<file path="src/rtl/tick_timer_pkg.sv">
// Shared types, defaults and helpers for the tick timer arbiter.
// State encoding, parameter defaults, index-to-one-hot helper.
package tick_timer_pkg;

  localparam int NREQ_DEF     = 4;
  localparam int CNT_W_DEF    = 8;
  localparam int PRESCALE_DEF = 10;
  localparam int MAX_NREQ     = 8;

  typedef enum logic [1:0] {
    ST_IDLE  = 2'd0,
    ST_GRANT = 2'd1,
    ST_RUN   = 2'd2,
    ST_DONE  = 2'd3
  } state_e;

  function automatic logic [MAX_NREQ-1:0] idx2oh(
    input logic [2:0] idx
  );
    logic [MAX_NREQ-1:0] oh;
    oh      = '0;
    oh[idx] = 1'b1;
    return oh;
  endfunction

endpackage

</file>
<file path="src/rtl/tick_timer_arbiter_if.sv">
// Requester-side bundle of the tick timer arbiter.
// master = requesters, slave = arbiter.
interface tick_timer_arbiter_if
  import tick_timer_pkg::*;
#(
  parameter int NREQ  = NREQ_DEF,
  parameter int CNT_W = CNT_W_DEF
);

  logic [NREQ-1:0]       req;
  logic [NREQ*CNT_W-1:0] len;
  logic [NREQ-1:0]       grant;
  logic [NREQ-1:0]       done;
  logic                  busy;
  logic                  tick;

  modport master (
    output req, len,
    input  grant, done, busy, tick
  );

  modport slave (
    input  req, len,
    output grant, done, busy, tick
  );

endinterface

</file>
<file path="src/rtl/decade_prescaler.sv">
// Free-running clk divider producing a one-cycle tick per PRESCALE cycles.
// clr has priority over en; tick only asserts while enabled.
module decade_prescaler
  import tick_timer_pkg::*;
#(
  parameter int PRESCALE = PRESCALE_DEF
) (
  input  logic clk,
  input  logic rst,
  input  logic en,
  input  logic clr,
  output logic tick
);

  localparam int PW = $clog2(PRESCALE);
  localparam logic [PW-1:0] LAST = PW'(PRESCALE - 1);

  logic [PW-1:0] cnt_q, cnt_d;

  // next count: clear, wrap at LAST, or hold
  always_comb begin
    cnt_d = cnt_q;
    if (clr) begin
      cnt_d = '0;
    end else if (en) begin
      cnt_d = (cnt_q == LAST) ? '0 : cnt_q + 1'b1;
    end
  end

  // count register
  always_ff @(posedge clk or negedge rst) begin
    if (!rst) begin
      cnt_q <= '0;
    end else begin
      cnt_q <= cnt_d;
    end
  end

  assign tick = en & ~clr & (cnt_q == LAST);

endmodule

</file>
<file path="src/rtl/tick_timer_arbiter.sv">
// Round-robin owner of one prescaled interval timer for NREQ requesters.
// Define TICK_TIMER_ARB_FIXED_PRIO_EN for lowest-index-wins arbitration.
module tick_timer_arbiter
  import tick_timer_pkg::*;
#(
  parameter int NREQ     = NREQ_DEF,
  parameter int CNT_W    = CNT_W_DEF,
  parameter int PRESCALE = PRESCALE_DEF
) (
  input logic                 clk,
  input logic                 rst,
  tick_timer_arbiter_if.slave bus
);

  localparam int IW = $clog2(NREQ);

  state_e           state_q, state_d;
  logic [IW-1:0]    g_q, g_d;
  logic [IW-1:0]    pick;
  logic             found;
  logic [CNT_W-1:0] remain_q, remain_d;
  logic [CNT_W-1:0] len_g;
  logic [NREQ-1:0]  oh;
  logic             owner_req;
  logic             run;
  logic             busy;
  logic             tick_w;

  assign owner_req = bus.req[g_q];
  assign len_g     = bus.len[g_q*CNT_W +: CNT_W];
  assign run       = (state_q == ST_RUN);
  assign busy      = (state_q != ST_IDLE);

`ifdef TICK_TIMER_ARB_FIXED_PRIO_EN

  // lowest asserted index wins
  always_comb begin
    pick  = '0;
    found = 1'b0;
    for (int k = NREQ - 1; k >= 0; k--) begin
      if (bus.req[k]) begin
        pick  = IW'(k);
        found = 1'b1;
      end
    end
  end

`else

  logic [IW-1:0] rr_q, rr_d;
  logic [IW-1:0] g_nxt;

  assign g_nxt = (int'(g_q) == NREQ - 1) ? '0 : g_q + 1'b1;

  // first asserted index scanning from rr_q upward, wrapping
  always_comb begin
    pick  = rr_q;
    found = 1'b0;
    for (int k = NREQ - 1; k >= 0; k--) begin
      if (bus.req[(int'(rr_q) + k) % NREQ]) begin
        pick  = IW'((int'(rr_q) + k) % NREQ);
        found = 1'b1;
      end
    end
  end

  // pointer moves past the owner when it leaves, done or aborted
  always_comb begin
    rr_d = rr_q;
    if (state_q == ST_DONE) begin
      rr_d = g_nxt;
    end else if ((state_q == ST_GRANT || run) && !owner_req) begin
      rr_d = g_nxt;
    end
  end

  // round-robin pointer
  always_ff @(posedge clk or negedge rst) begin
    if (!rst) begin
      rr_q <= '0;
    end else begin
      rr_q <= rr_d;
    end
  end

`endif

  decade_prescaler #(
    .PRESCALE (PRESCALE)
  ) u_presc (
    .clk  (clk),
    .rst  (rst),
    .en   (run),
    .clr  (!run),
    .tick (tick_w)
  );

  // next state, owner and remaining ticks
  always_comb begin
    state_d  = state_q;
    g_d      = g_q;
    remain_d = remain_q;
    unique case (state_q)
      ST_IDLE: begin
        if (found) begin
          g_d     = pick;
          state_d = ST_GRANT;
        end
      end
      ST_GRANT: begin
        if (!owner_req) begin
          remain_d = '0;
          state_d  = ST_IDLE;
        end else begin
          remain_d = len_g;
          state_d  = (len_g == '0) ? ST_DONE : ST_RUN;
        end
      end
      ST_RUN: begin
        if (!owner_req) begin
          remain_d = '0;
          state_d  = ST_IDLE;
        end else if (tick_w) begin
          remain_d = remain_q - 1'b1;
          if (remain_q == CNT_W'(1)) begin
            state_d = ST_DONE;
          end
        end
      end
      ST_DONE: begin
        remain_d = '0;
        state_d  = ST_IDLE;
      end
      default: state_d = ST_IDLE;
    endcase
  end

  // state registers
  always_ff @(posedge clk or negedge rst) begin
    if (!rst) begin
      state_q  <= ST_IDLE;
      g_q      <= '0;
      remain_q <= '0;
    end else begin
      state_q  <= state_d;
      g_q      <= g_d;
      remain_q <= remain_d;
    end
  end

  assign oh        = NREQ'(idx2oh(3'(g_q)));
  assign bus.busy  = busy;
  assign bus.grant = busy ? oh : '0;
  assign bus.done  = (state_q == ST_DONE) ? oh : '0;
  assign bus.tick  = tick_w;

endmodule

</file>
<file path="src/flat_wrapper.sv">
// flat-port wrapper written by rule: the top's interface ports become plain ports
module tick_timer_arbiter_flat import tick_timer_pkg::*;
#(
  parameter int NREQ     = NREQ_DEF,
  parameter int CNT_W    = CNT_W_DEF,
  parameter int PRESCALE = PRESCALE_DEF
)
  (clk, rst, bus_req, bus_len, bus_grant, bus_done, bus_busy, bus_tick);
  tick_timer_arbiter_if #(.NREQ(NREQ), .CNT_W(CNT_W)) bus_i ();
  input logic clk;
  input logic rst;
  input wire logic [$bits(bus_i.req)-1:0] bus_req;
  input wire logic [$bits(bus_i.len)-1:0] bus_len;
  output wire logic [$bits(bus_i.grant)-1:0] bus_grant;
  output wire logic [$bits(bus_i.done)-1:0] bus_done;
  output wire logic [$bits(bus_i.busy)-1:0] bus_busy;
  output wire logic [$bits(bus_i.tick)-1:0] bus_tick;
  assign bus_i.req = bus_req;
  assign bus_i.len = bus_len;
  assign bus_grant = bus_i.grant;
  assign bus_done = bus_i.done;
  assign bus_busy = bus_i.busy;
  assign bus_tick = bus_i.tick;
  tick_timer_arbiter #(.NREQ(NREQ), .CNT_W(CNT_W), .PRESCALE(PRESCALE)) u_core (.clk(clk), .rst(rst), .bus(bus_i));
endmodule
</file>
<file path="config.mk">
export PLATFORM = sky130hd
export DESIGN_NAME = tick_timer_arbiter_flat
export DESIGN_NICKNAME = d
export VERILOG_FILES = /design/src/rtl/tick_timer_pkg.sv /design/src/rtl/tick_timer_arbiter_if.sv /design/src/rtl/decade_prescaler.sv /design/src/rtl/tick_timer_arbiter.sv /design/src/flat_wrapper.sv
export SDC_FILE = /design/constraint.sdc
export NUM_CORES = 1
export LEC_CHECK = 0
export CAP_MARGIN = 0
export CORE_MARGIN = 3
export CORE_UTILIZATION = 40
export DETAILED_ROUTE_END_ITERATION = 12
export PLACE_DENSITY = 0.7
export SYNTH_ARGS = -nofsm -noshare
export SYNTH_HDL_FRONTEND = slang
export SYNTH_HIERARCHICAL = 1
export SYNTH_SLANG_ARGS = --single-unit
</file>
<file path="constraint.sdc">
create_clock -name clk -period 7.15 [get_ports clk]
set_clock_uncertainty 0.05 [all_clocks]
set_input_delay 2.145 -clock clk [delete_from_list [all_inputs] [get_ports clk]]
set_output_delay 2.145 -clock clk [all_outputs]
set_load 0.1 [all_outputs]
</file>
==> results by group <==
Status
  • Status: completed

Clock tree
  • Worst-skew pair later-pin latency: 250 ps
  • CTS buffer count: 3
  • Hold_buf cts: 0
  • Clock transition at the registers of the reported paths: 70 ps
  • TritonCTS Sinks: 18
  • CTS Root Cell: clkbuf_8
  • Post-CTS sizing: 0
  • Post-CTS Repair Setup Buffers: 0
  • Clk buf depth: 2
  • H-tree Lvls: 1
  • CTS tree: done

Routing
  • Routed Antenna Nets: 0
  • DR WL/cell: 15.6 µm
  • First-pass iteration count of the detailed router: 4
  • Vias: 1,469
  • DRC Markers: 0
  • Total wire length: 4.08 mm
  • DRT iter0 DRCs: 85
  • DR vias/cell: 5.63

Yosys
  • Synthesized area: 0.00157 mm²
  • Most numerous cell in the Yosys netlist: inv_1
  • Synth Register Bits: 18
  • Mean Syn Cell Area: 9.34 µm²
  • Mapped Nets: 219
  • Number of flops mapped to enable cells by yosys: 0
  • Yosys Warn Count: 6
  • Top cell type's share of synthesized area: 28.7%
  • Register area share after synthesis: 28.7%
  • Post-Syn Instances: 168
  • Main synth FF type: dfrtp_1
  • Synth cell count leaders: inv_1 (19), dfrtp_1 (18), ha_1 (13)
  • Synth area leaders: dfrtp_1 (29%), mux4_2 (13%), ha_1 (10%), inv_1 (4.5%), a21oi_1 (3.8%)
  • Synth unique cells: 40
  • Synth async-reset ratio: 100%
  • Area leader, netlist: dfrtp_1

Run
  • MaxCap Viol Count: 0

Final layout
  • Layout Nets: 266
  • Share of cells above drive strength 1: 7.51%
  • Fin util: 56.8%
  • Antenna cells: 0
  • Area Growth Syn to Fin: 34.5%

Power
  • PD cells: 384 mW/mm²
  • Comb power frac: 67.2%
  • Flop pwr share: 24.0%
  • Pint: 384 µW
  • Leakage: 0.847 nW
  • Switching Power: 427 µW
  • Clock share of power: 8.9%
  • Peak supply drop: 229 µV
  • Switch share: 52.6%

Die
  • Core area: 0.00372 mm²
  • Die Y: 68.6 µm
  • Die width: 68.6 µm
  • Row Count: 22
  • Total I/O pin count: 48
  • Full die area: 0.00471 mm²
  • Initial core utilization: 42.2%

STA
  • Slew margin rel.: 34.1%
  • Max Clock Freq: 182 MHz
  • Worst slew pin tran: 986 ps
  • Min cycle time layout: 5480 ps
  • RSZ-0062 raised after global routing: no
  • Final setup viols: 0
  • Final Hold Fails: 0
  • Final Max Tran Viols: 0
  • Fin crit share: 76.6%
  • Setup TNS: 0 ps

Setup path
  • Delay-heaviest family, CP: buffers and inverters
  • Buf/Inv on CP: 3
  • Worst EP required: 4950 ps
  • Slowest stage cell, crit path: clkdlybuf4s50_1
  • CP Max Fanout: 19
  • Startpoint types: flop
  • WP data arrival: 3280 ps
  • Crit. End Element: output pin
  • Crit Path Class: flop to output pin
  • Crit-path most repeated cell: inv_1
  • CP cell instances: inv_1 > ha_1 > inv_1 > nor3b_1 > clkdlybuf4s50_1
  • Largest stage delay, worst path: 1230 ps

Global route
  • Vias in the first global route: 1,513
  • Initial antenna violation count: 0
  • Total Routing Usage GR: 18.2%
  • Largest net degree at the start of global routing: 20
  • Gr ovfl total: 0
  • Global-route wire length before repair: 6.51 mm

Place
  • HPWL Detailed: 3.26 mm
  • Routability congestion estimate: 0.811
  • IO buf count: 47

Hold path
  • Hold Path Class: flop to flop
-- routing by layer --
metal	part of all wire, %	GRT usage [%]
met1	45	23.1
met5	0	0
met4	0	6.20
met3	4.4	3.08
met2	51	31.1
-- final cells by class --
type,instances,area (µm²)
clock buffer,3,41.3
fill,357,1610
inverter,19,71.3
multi-input combinational,126,1020
sequential,18,450
tap,48,60.1
timing repair buffer,47,470
-- power groups by stage --
| stage | clock network [mW] | logic, mW | registers, mW |
|---|---|---|---|
| finish | 0.0717 | 0.544 | 0.194 |
| global route | 0.0784 | 0.589 | 0.204 |
| CTS | 0.0732 | 0.544 | 0.196 |
| detailed placement | 0 | 0.542 | 0.197 |
| global placement | 0 | 0.532 | 0.194 |
| floorplan | 0 | 0.437 | 0.167 |
-- per-stage QoR --
stage,setup slack (ps),power [mW],hold WS (ps),instances,cell area (µm²)
6_report,1670,0.810,475,261,2110
2_1_floorplan,1380,0.604,429,168,1570
3_5_place_dp,1980,0.740,459,258,2070
4_1_cts,1690,0.813,474,261,2110
5_1_grt,1450,0.871,497,261,2110
3_3_place_gp,2090,0.727,453,258,2070
-- final timing paths --
path | start | end | slack [ps] | depth (start not counted)
worst max register to register | u_core/state_q[0]$_DFFE_PN0P_ | u_core/state_q[1]$_DFFE_PN0P_ | 4150 | 8
worst min-delay path | u_core/remain_q[3]$_DFFE_PN0P_ | u_core/remain_q[3]$_DFFE_PN0P_ | 470 | 1
worst max-delay path | u_core/state_q[0]$_DFFE_PN0P_ | bus_tick | 1670 | 5
worst min register to register | u_core/remain_q[3]$_DFFE_PN0P_ | u_core/remain_q[3]$_DFFE_PN0P_ | 470 | 1
min in group asynchronous | rst | u_core/u_presc/cnt_q[3]$_DFFE_PN0P_ | 2320 | 1
max in group asynchronous | rst | u_core/g_q[1]$_DFFE_PN0P_ | 4210 | 1
-- cell usage in the layout, fill, tap and decap left out, types with 4 or more instances in the layout --
cell type	count
dfrtp_1	18
clkdlybuf4s50_1	47
o22ai_1	4
a21oi_1	12
inv_1	19
mux4_2	9
nor2_1	9
o21ai_0	10
nand2b_1	4
nand2_1	10
and2_1	7
nor2b_1	5
a32oi_1	4
ha_1	13
o2bb2ai_1	4
-- flip-flops by register name, indices dropped and copies added (netlist names) --
signal,flops
u_core/remain_q,8
u_core/g_q,2
u_core/rr_q,2
u_core/u_presc/cnt_q,4
u_core/state_q,2
-- worst reg2reg max path: stages (launching register included) --
cell and delay (ps):
dfrtp_1 420, inv_1 130, ha_1 540, inv_1 220, nor3b_1 500, nor2b_1 240, nand4_1 190, a22oi_4 270
mux2_1 330
-- cells by family (layout without fill, tap and decap cells) --
| kind of cell | after synthesis | after routing | synth area share [%] |
|---|---|---|---|
| and+or+nand+nor | 55 | 55 | 19.9 |
| AOI/OAI and AO/OA | 48 | 48 | 21.0 |
| buffers and inverters | 24 | 69 | 6.46 |
| DFF | 18 | 18 | 28.7 |
| adders and majority gates | 13 | 13 | 10.4 |
| muxes | 10 | 10 | 13.6 |
Power figures use the tool's default switching activity.
